$ cat src/rtl/lut_sweeper.sv
// Truth-table sweeper: latches a 2^N-bit LUT on start and emits one minterm per cycle with a running ones count.
// Latency: start sampled at cycle k -> first minterm at k+1, done pulse at k+2^N+1; no backpressure, abort ends a sweep early.
// LUT_SWEEPER_GRAY_EN selects reflected Gray enumeration order instead of binary.
module lut_sweeper #(
    parameter int N = 3
) (
    input  logic             clk,
    input  logic             reset,
    input  logic             start,
    input  logic             abort,
    input  logic [2**N-1:0]  tt,
    output logic             busy,
    output logic             valid,
    output logic [N-1:0]     idx,
    output logic             s,
    output logic [N:0]       ones,
    output logic             done
);

    typedef enum logic [1:0] {
        IDLE  = 2'd0,
        SWEEP = 2'd1,
        DONE  = 2'd2
    } state_t;

    state_t          r_state;
    state_t          w_state_nxt;

    logic [N-1:0]    r_cnt;
    logic [2**N-1:0] r_tt_q;
    logic [N:0]      r_ones;

    logic [N-1:0]    w_code;
    logic            w_bit;
    logic            w_last;
    logic            w_load;
    logic            w_step;
    logic            w_count;

    // The counter always runs in binary; only the presented minterm code changes with the order.
`ifdef LUT_SWEEPER_GRAY_EN
    assign w_code = r_cnt ^ (r_cnt >> 1);
`else
    assign w_code = r_cnt;
`endif

    assign w_bit  = r_tt_q[w_code];
    assign w_last = (r_cnt == {N{1'b1}});
    assign ones   = r_ones;

    always_ff @(posedge clk) begin
        if (reset) begin
            r_state <= IDLE;
        end else begin
            r_state <= w_state_nxt;
        end
    end

    always_comb begin
        w_state_nxt = r_state;
        busy        = 1'b0;
        valid       = 1'b0;
        idx         = '0;
        s           = 1'b0;
        done        = 1'b0;
        w_load      = 1'b0;
        w_step      = 1'b0;
        w_count     = 1'b0;
        case (r_state)
            IDLE: begin
                if (start) begin
                    w_load      = 1'b1;
                    w_state_nxt = SWEEP;
                end
            end
            SWEEP: begin
                busy  = 1'b1;
                valid = 1'b1;
                idx   = w_code;
                s     = w_bit;
                // The minterm shown in the abort cycle is not counted.
                if (abort) begin
                    w_state_nxt = IDLE;
                end else begin
                    w_step  = 1'b1;
                    w_count = w_bit;
                    if (w_last) begin
                        w_state_nxt = DONE;
                    end
                end
            end
            DONE: begin
                done        = 1'b1;
                w_state_nxt = IDLE;
            end
            default: begin
                w_state_nxt = IDLE;
            end
        endcase
    end

    always_ff @(posedge clk) begin
        if (reset) begin
            r_cnt  <= '0;
            r_tt_q <= '0;
            r_ones <= '0;
        end else begin
            if (w_load) begin
                r_cnt  <= '0;
                r_tt_q <= tt;
                r_ones <= '0;
            end else begin
                if (w_step) begin
                    r_cnt <= r_cnt + N'(1);
                end
                if (w_count) begin
                    r_ones <= r_ones + (N+1)'(1);
                end
            end
        end
    end

endmodule
$ cat config.mk
export PLATFORM = sky130hd
export DESIGN_NAME = lut_sweeper
export DESIGN_NICKNAME = d
export VERILOG_FILES = /design/src/rtl/lut_sweeper.sv
export SDC_FILE = /design/constraint.sdc
export NUM_CORES = 1
export LEC_CHECK = 0
export ABC_AREA = 1
export CORE_MARGIN = 2
export CORE_UTILIZATION = 49
export DETAILED_ROUTE_END_ITERATION = 7
export PLACE_DENSITY = 0.82
export SLEW_MARGIN = 10
export SYNTH_ARGS = -nofsm -noshare
export SYNTH_HDL_FRONTEND = slang
export SYNTH_SLANG_ARGS = --single-unit
$ cat constraint.sdc
create_clock -name clk -period 2.9 [get_ports clk]
set_input_delay 0.29 -clock clk [delete_from_list [all_inputs] [get_ports clk]]
set_output_delay 0.29 -clock clk [all_outputs]
set_load 0.05 [all_outputs]
---- Word-level counts from Yosys, hierarchy flattened ----
Cells that the tools add are included.
word-level totals
  register bits after elaboration ......... 17
  bits in latches ......................... 0
  bits in writable memories ............... 0
  ROM bits ................................ 0
  input bits .............................. 12
  output and inout port bits .............. 11
  logic and storage cells ................. 31
  memories ................................ 0
operators by class
  add/subtract/negate cells ............... 2
  multipliers ............................. 0
  div/mod/pow operators ................... 0
  $lt $le $gt $ge ......................... 1
  equality and inequality tests ........... 5
  shift operators ......................... 0
  multiplexer cells ....................... 16
  bitwise operators ....................... 0
  reductions and logical operators ........ 3
operators by type and width
  operator                                                     number
  two-way mux 1 bit                                            10
  two-way mux 2 bit                                            3
  adder 4 x 1 -> 4 bit (second input constant)                 1
  less-than comparator 3 x 4 -> 1 bit (second input constant)  1
  case mux 2 bit (2 select lines)                              1
  adder 3 x 1 -> 3 bit (second input constant)                 1
  binary-select mux 1 bit (select 3 bit)                       1
  == test 3 bit (second input constant)                        1
  two-way mux 3 bit                                            1
  inequality test 3 bit (second input constant)                1
  == test 2 x 1 -> 1 bit (second input constant)               1
  == test 2 bit (second input constant)                        1
  logical NOT 2 bit                                            1
  inequality test 2 bit (second input constant)                1
  AND reduction 2 bit                                          1
  OR reduction 2 bit                                           1

---- Depth between registers and ports, before layout ----
Gate-level depths: netlist of run 1.
  word-level depth ........................ 4
  mapped depth ............................ 7
  depth with buffers taken out ............ 7

---- Worst setup path after synthesis of run 1 ----
Ideal clock, no wire load.
  kind .................................... register to output
  start ................................... register r_cnt[0]
  end ..................................... output s
  arrival time ............................ 1.439 ns
  data required time ...................... 2.610 ns
  slack ................................... 1.171 ns
  stages on the path, launching flop included .. 7
  path buffers ............................ 0
  cells stage by stage .................... dfxtp_1 > inv_2 > nand2_1 > nand3_2 > nand3_4 > nand2_1 > nor2_1
between the ends
  word-level cells in the longest chain between the ends .. 3
ends and longest elaborated chain
  item                                     RTL line  RTL
  from (decl)                              29        logic [N-1:0] r_cnt;
  from (signal assigned)                   114       r_cnt <= r_cnt + N'(1);
  binary-select mux 1 bit (select 3 bit)   47        assign w_bit = r_tt_q[w_code];
  two-way mux 1 bit (implied by the code)  47
  two-way mux 1 bit                        69        case (r_state)
  to (decl)                                15        output logic s,
Every way passes these cells. The select of a mux whose other input is x is not followed.

---- Worst setup path in the final report of run 1 ----
Same ends and word-level chain as after synthesis.

==> impl_results.md, run 1 <==
- Vias in the first global route: 695
- DR WL/cell: 11.21 um
- N_diodes: 0
- Top Ports: 23
- Count of pins over their slew limit: 0
- Maximum clock path buffer count: 2
- Nets@finish: 148
- Worst min path class: reg2reg
- Internal power: 0.3326 mW
- FP Rows: 14
- Core ar.: 0.001541 mm^2
- Syn_nets: 123
- Crit-path max FO: 7
- Fin crit period: 2.402 ns
- Cell Pwr Density: 427.8 mW/mm^2
- First-pass DRT Iterations: 4
- Maximum VDD drop: 351.7 uV
- Crit path required time: 2.61 ns
- Final period util: 0.8281
- Post-cts hold buffer count: 0
- Post-synth top area cell: dfxtp_1
- Rel. slew slack: 0.6669
- IO buf count: 22
- Clock power share: 0.267
- Die W: 44.87 um
- Most frequent cells in the layout: clkdlybuf4s50_1 (22), inv_1 (17), dfxtp_1 (17)
- Sw Pwr: 0.1261 mW
- CP endpoint kind: output pin
- Layout cell share with drive strength beyond 1: 0.08333
- DRC viols: 0
- Synth top area cells: dfxtp_1 (42%), a21oi_1 (9.2%), inv_1 (7.8%)
- Global-route wire length before repair: 2.904 mm
- Logic pwr share: 0.187
- Die Span Y: 44.87 um
- Total GRT Usage: 0.2040
- Leakage: 0.4284 nW
- Worst-margin pin slew: 0.4980 ns
- Initial Util: 0.5308
- Design Area, Final: 0.001072 mm^2
- Post-route ant nets: 0
- Post-synth top area share: 0.4159
- H-tree depth: 1
- Post-synthesis sequential area ratio: 0.4159
- Worst-path clk slew: 0.09 ns
- Sequential power share: 0.546
- Endpoints failing setup: 0
- Root Buffer: clkbuf_4
- Final hold viol count: 0
- Layout area overhead: 31.04%
- GPL Wtd Cong: 0.8199
- Largest net degree at the start of global routing: 18
- Total Wirelength: 1.659 mm
- Crit start category: register
- Sw Ratio: 0.2749
- Status: finished, final reports clean
- M1 WL: 779 um
- TritonCTS clock tree: done
- #FFs+latches synth: 17
- Critical path type: reg2out
- Skew final: 0.0006705 ns
- Area post-placement: 0.001046 mm^2
- Die area: 0.002013 mm^2
- Peak Freq: 416.4 MHz
- Vias: 768
- Vias per cell: 5.189
- YS warnings: 0
- Avg Inst Size Synth: 7.577 um^2
- Initial drt markers: 8
- Total congestion overflow: 0
- Sink Count: 17
- Setup TNS: 0 ns
- DR top layer: met4
- Total of max-cap violations: 0
- Setup Fix Bufs, Post-CTS: 0
- Post_cts resized: 0
- Unrepaired setup endpoints after global routing: no
- Critical Path AT: 2.11 ns
- Post-synthesis cell area: 818.3 um^2
- Metal3 WL: 74 um
- Hpwl dp: 1.324 mm
- Synth unique cells: 19
- Worst Hold Slack: 0.4621 ns
- Cells after synthesis: 108
- Overall power: 0.4587 mW
- Clk_lat worst skew: 0.29 ns
- Initial antenna violation count: 0
- Num CTS Buffers: 3
- Commonest non-fill, non-tap cell in the layout: clkdlybuf4s50_1
- WL met2: 755 um
==> routing by layer <==
layer  GRT usage  vias up
li1            -      400
met1      0.2544      346
met2      0.3275       17
met3     0.03600        5
met4      0.1235        0
met5           0        -
==> final timing paths <==
kind                   start   endpoint  slack (ns)  cells after the start
hold reg to reg    r_tt_q[3]  r_tt_q[3]        0.46                      2
setup / recovery    r_cnt[0]          s        0.50                      7
setup reg to reg  r_state[0]   r_cnt[1]        1.65                      6
hold / removal     r_tt_q[3]  r_tt_q[3]        0.46                      2
==> sequential cells by signal, summed over array words and instances, names as in the netlist <==
name	count
r_cnt	3
r_state	2
r_tt_q	8
ones	4
==> cell usage after synthesis <==
library cell,number
dfxtp_1,17
inv_1,17
a21oi_1,15
nand2_1,15
nor2_1,11
o21ai_0,11
nand3_2,4
nand4_1,4
ha_1,3
nand3_1,2
buf_2,1
buf_4,1
inv_2,1
nand2_2,1
nand3_4,1
nor2_4,1
nor3_1,1
xnor2_1,1
xor2_1,1
==> cell type report <==
cell class              instances  area (um^2)
multi-input cells              71        397.9
well taps                      16        20.02
inverters                      18        67.56
fillers                       133        469.2
clock buffers                   4        26.28
repair buffers                 22        220.2
flip-flops and latches         17        340.3
==> power groups by stage <==
stage	combinational [mW]	sequential, mW	clock [mW]
finish	0.0859	0.250	0.123
floorplan	0.0556	0.256	0
global placement	0.0831	0.255	0
detailed placement	0.0862	0.256	0
global route	0.0965	0.252	0.138
CTS	0.0865	0.250	0.130
==> cells by family after synthesis <==
kind of cell | after synthesis | share of synthesized area
xor+xnor | 2 | 0.02141
simple gates | 40 | 0.2599
compound gates | 26 | 0.1590
fa+ha+maj | 3 | 0.04588
buf+inv | 20 | 0.09785
flops | 17 | 0.4159
==> per-stage QoR <==
step	utilization	cells	setup WS, ns
3_3_place_gp	0.6786	144	0.8995
6_report	0.6956	148	0.4984
5_1_grt	0.6956	148	0.3357
4_1_cts	0.6956	148	0.4909
3_5_place_dp	0.6786	144	0.8277
2_1_floorplan	-	108	1.171
==> worst max-delay path, cell delays in order (launching register included) <==
cell and delay (ns):
dfxtp_1 0.46, inv_2 0.11, nand2_1 0.08, nand3_1 0.08, nand3_2 0.14, nand2_1 0.07
nor2_1 0.09, clkdlybuf4s50_1 0.80
No activity file was read; power rests on OpenSTA's default activity.
==> run 2: changes to the inputs <==
--- a/config.mk
+++ b/config.mk
@@ -7,9 +7,9 @@
 export LEC_CHECK = 0
 export ABC_AREA = 1
 export CORE_MARGIN = 2
-export CORE_UTILIZATION = 49
+export CORE_UTILIZATION = 45
 export DETAILED_ROUTE_END_ITERATION = 7
-export PLACE_DENSITY = 0.82
+export PLACE_DENSITY = 0.76
 export SLEW_MARGIN = 10
 export SYNTH_ARGS = -nofsm -noshare
 export SYNTH_HDL_FRONTEND = slang
==> constraint.sdc (replaced) <==
create_clock -name clk -period 2.5 [get_ports clk]
set_input_delay 0.25 -clock clk [delete_from_list [all_inputs] [get_ports clk]]
set_output_delay 0.25 -clock clk [all_outputs]
set_load 0.05 [all_outputs]
==> run 2 against run 1 <==
Compared with the run above: routed wire length is 2.8% higher; setup slack worse by 0.34 ns; non-clock buffer count stayed put; sequential cell count stayed put; total power is 16% higher; highest routed layer unchanged; sequential share of layout area is 0.33 points lower; first-iteration DRC count is 13% lower; combinational power is 15% higher; global-route usage is 3.2 points lower; register-to-register slack worse by 0.41 ns; clock-buffer cell count stayed put; die area is 8.1% higher.
==> impl_results.md, run 2 (synthesized netlist as in run 1, its figures left out) <==
- Status: finished, final reports clean
- Fin crit period: 2.344 ns
- Post-cts hold buffer count: 0
- Maximum clock path buffer count: 2
- Clk_lat worst skew: 0.28 ns
- Post_cts resized: 0
- Crit-path max FO: 7
- CP most frequent cell: nand2_1
- Vias: 763
- Skew final: 0.0005761 ns
- Max reg flops: 8
- Most frequent cells in the layout: clkdlybuf4s50_1 (22), inv_1 (17), dfxtp_1 (17)
- Sink Count: 17
- H-tree depth: 1
- Reg area: 340.3 um^2
- Cell Pwr Density: 490.0 mW/mm^2
- Vias per cell: 4.860
- Initial Util: 0.4739
- Largest net degree at the start of global routing: 18
- DR WL/cell: 10.87 um
- Setup ws final: 0.1562 ns
- Maximum VDD drop: 356.6 uV
- Initial drt markers: 7
- Crit path required time: 2.25 ns
- N_diodes: 0
- Setup Fix Bufs, Post-CTS: 0
- Die area: 0.002175 mm^2
- Initial antenna violation count: 0
- Die W: 46.64 um
- Setup TNS: 0 ns
- Layout area overhead: 32.42%
- Root Buffer: clkbuf_4
- Reg with most FFs: r_tt_q
- Endpoints failing setup: 0
- Total Wirelength: 1.706 mm
- Total of max-cap violations: 0
- GPL Wtd Cong: 0.8322
- Final core utilization: 0.6275
- Total congestion overflow: 0
- Worst min path class: reg2reg
- Top Ports: 23
- Core ar.: 0.001727 mm^2
- Nets@finish: 148
- FP Rows: 15
- Setup WS pre-CTS: 0.4782 ns
- Peak Freq: 426.7 MHz
- Leakage: 0.4284 nW
- Final period util: 0.9375
- Post-route ant nets: 0
- Layout cell share with drive strength beyond 1: 0.08333
- Overall power: 0.5310 mW
- Rel. slew slack: 0.6664
- Vias in the first global route: 668
- TritonCTS clock tree: done
- Critical Path AT: 2.09 ns
- Worst-margin pin slew: 0.4988 ns
- Final hold viol count: 0
- Die Span Y: 46.64 um
- Hpwl dp: 1.363 mm
- Critical-path cell list: inv_2 -> nand2_1 -> nand3_1 -> nand3_2 -> nand2_1 -> nor2_1 -> clkdlybuf4s50_1
- Slowest CP cell: clkdlybuf4s50_1
- Total GRT Usage: 0.1722
- Crit path largest cell delay: 0.80 ns
- IO buf count: 22
- First-pass DRT Iterations: 4
- DRC viols: 0
- Commonest non-fill, non-tap cell in the layout: clkdlybuf4s50_1
- Critical path type: reg2out
- Filler Cells Inserted: 164
- CP endpoint kind: output pin
- Crit start category: register
- Unrepaired setup endpoints after global routing: no
- Global-route wire length before repair: 2.663 mm
- Worst-path clk slew: 0.09 ns
- Area of the multi-input gates: 397.9 um^2
- Count of pins over their slew limit: 0
- Num CTS Buffers: 3
## run 2: cell counts in the layout (fill, tap and decap cells not counted)
Identical to the previous run, type by type.
## run 2: worst max-delay path, delay by kind of cell, from the launching register on
kind          cells  cell delay, ns
simple gates      5            0.44
buf+inv           2            0.91
flops             1            0.46
## run 2: power by group
part / internal [mW] / switching (mW) / total [mW]
logic: 0.0394 / 0.0593 / 0.0987
registers: 0.284 / 0.00634 / 0.291
clock network: 0.0620 / 0.0797 / 0.142
total: 0.386 / 0.145 / 0.531
## run 2: layout make-up
cell class	instances	share of cell area
multi-input cells	71	0.3672
flip-flops and latches	17	0.3141
repair buffers	22	0.2032
inverters	18	0.06236
well taps	25	0.02887
clock buffers	4	0.02425
## run 2: worst paths after layout
check / end / slack, ns / depth (start not counted) / startpoint
min reg2reg: r_tt_q[1] / 0.46 / 2 / r_tt_q[1]
max reg2reg: ones[3] / 1.24 / 6 / r_state[0]
max: s / 0.16 / 7 / r_cnt[0]
min: r_tt_q[1] / 0.46 / 2 / r_tt_q[1]
## run 2: per-stage QoR
step | area [um^2] | cells | hold WS (ns)
4_1_cts | 1084 | 157 | 0.4669
6_report | 1084 | 157 | 0.4616
3_5_place_dp | 1057 | 153 | 0.4524
3_3_place_gp | 1057 | 153 | 0.4489
2_1_floorplan | 818.3 | 108 | 0.3191
5_1_grt | 1084 | 157 | 0.4922
## run 2: routing by layer
metal / GRT usage / share of wire / vias up
met5: 0 / 0 / -
met4: 0.08889 / 0.016 / 0
met3: 0.04706 / 0.051 / 4
met2: 0.2778 / 0.46 / 18
met1: 0.2075 / 0.47 / 342
li1: - / - / 399
==> run 3: changes to the inputs <==
--- a/config.mk
+++ b/config.mk
@@ -10,6 +10,7 @@
 export CORE_UTILIZATION = 45
 export DETAILED_ROUTE_END_ITERATION = 7
 export PLACE_DENSITY = 0.76
+export SKIP_CTS_REPAIR_TIMING = 1
 export SLEW_MARGIN = 10
 export SYNTH_ARGS = -nofsm -noshare
 export SYNTH_HDL_FRONTEND = slang
==> results of run 3 <==
Final layout, timing and power as in run 2 (identical DEF).
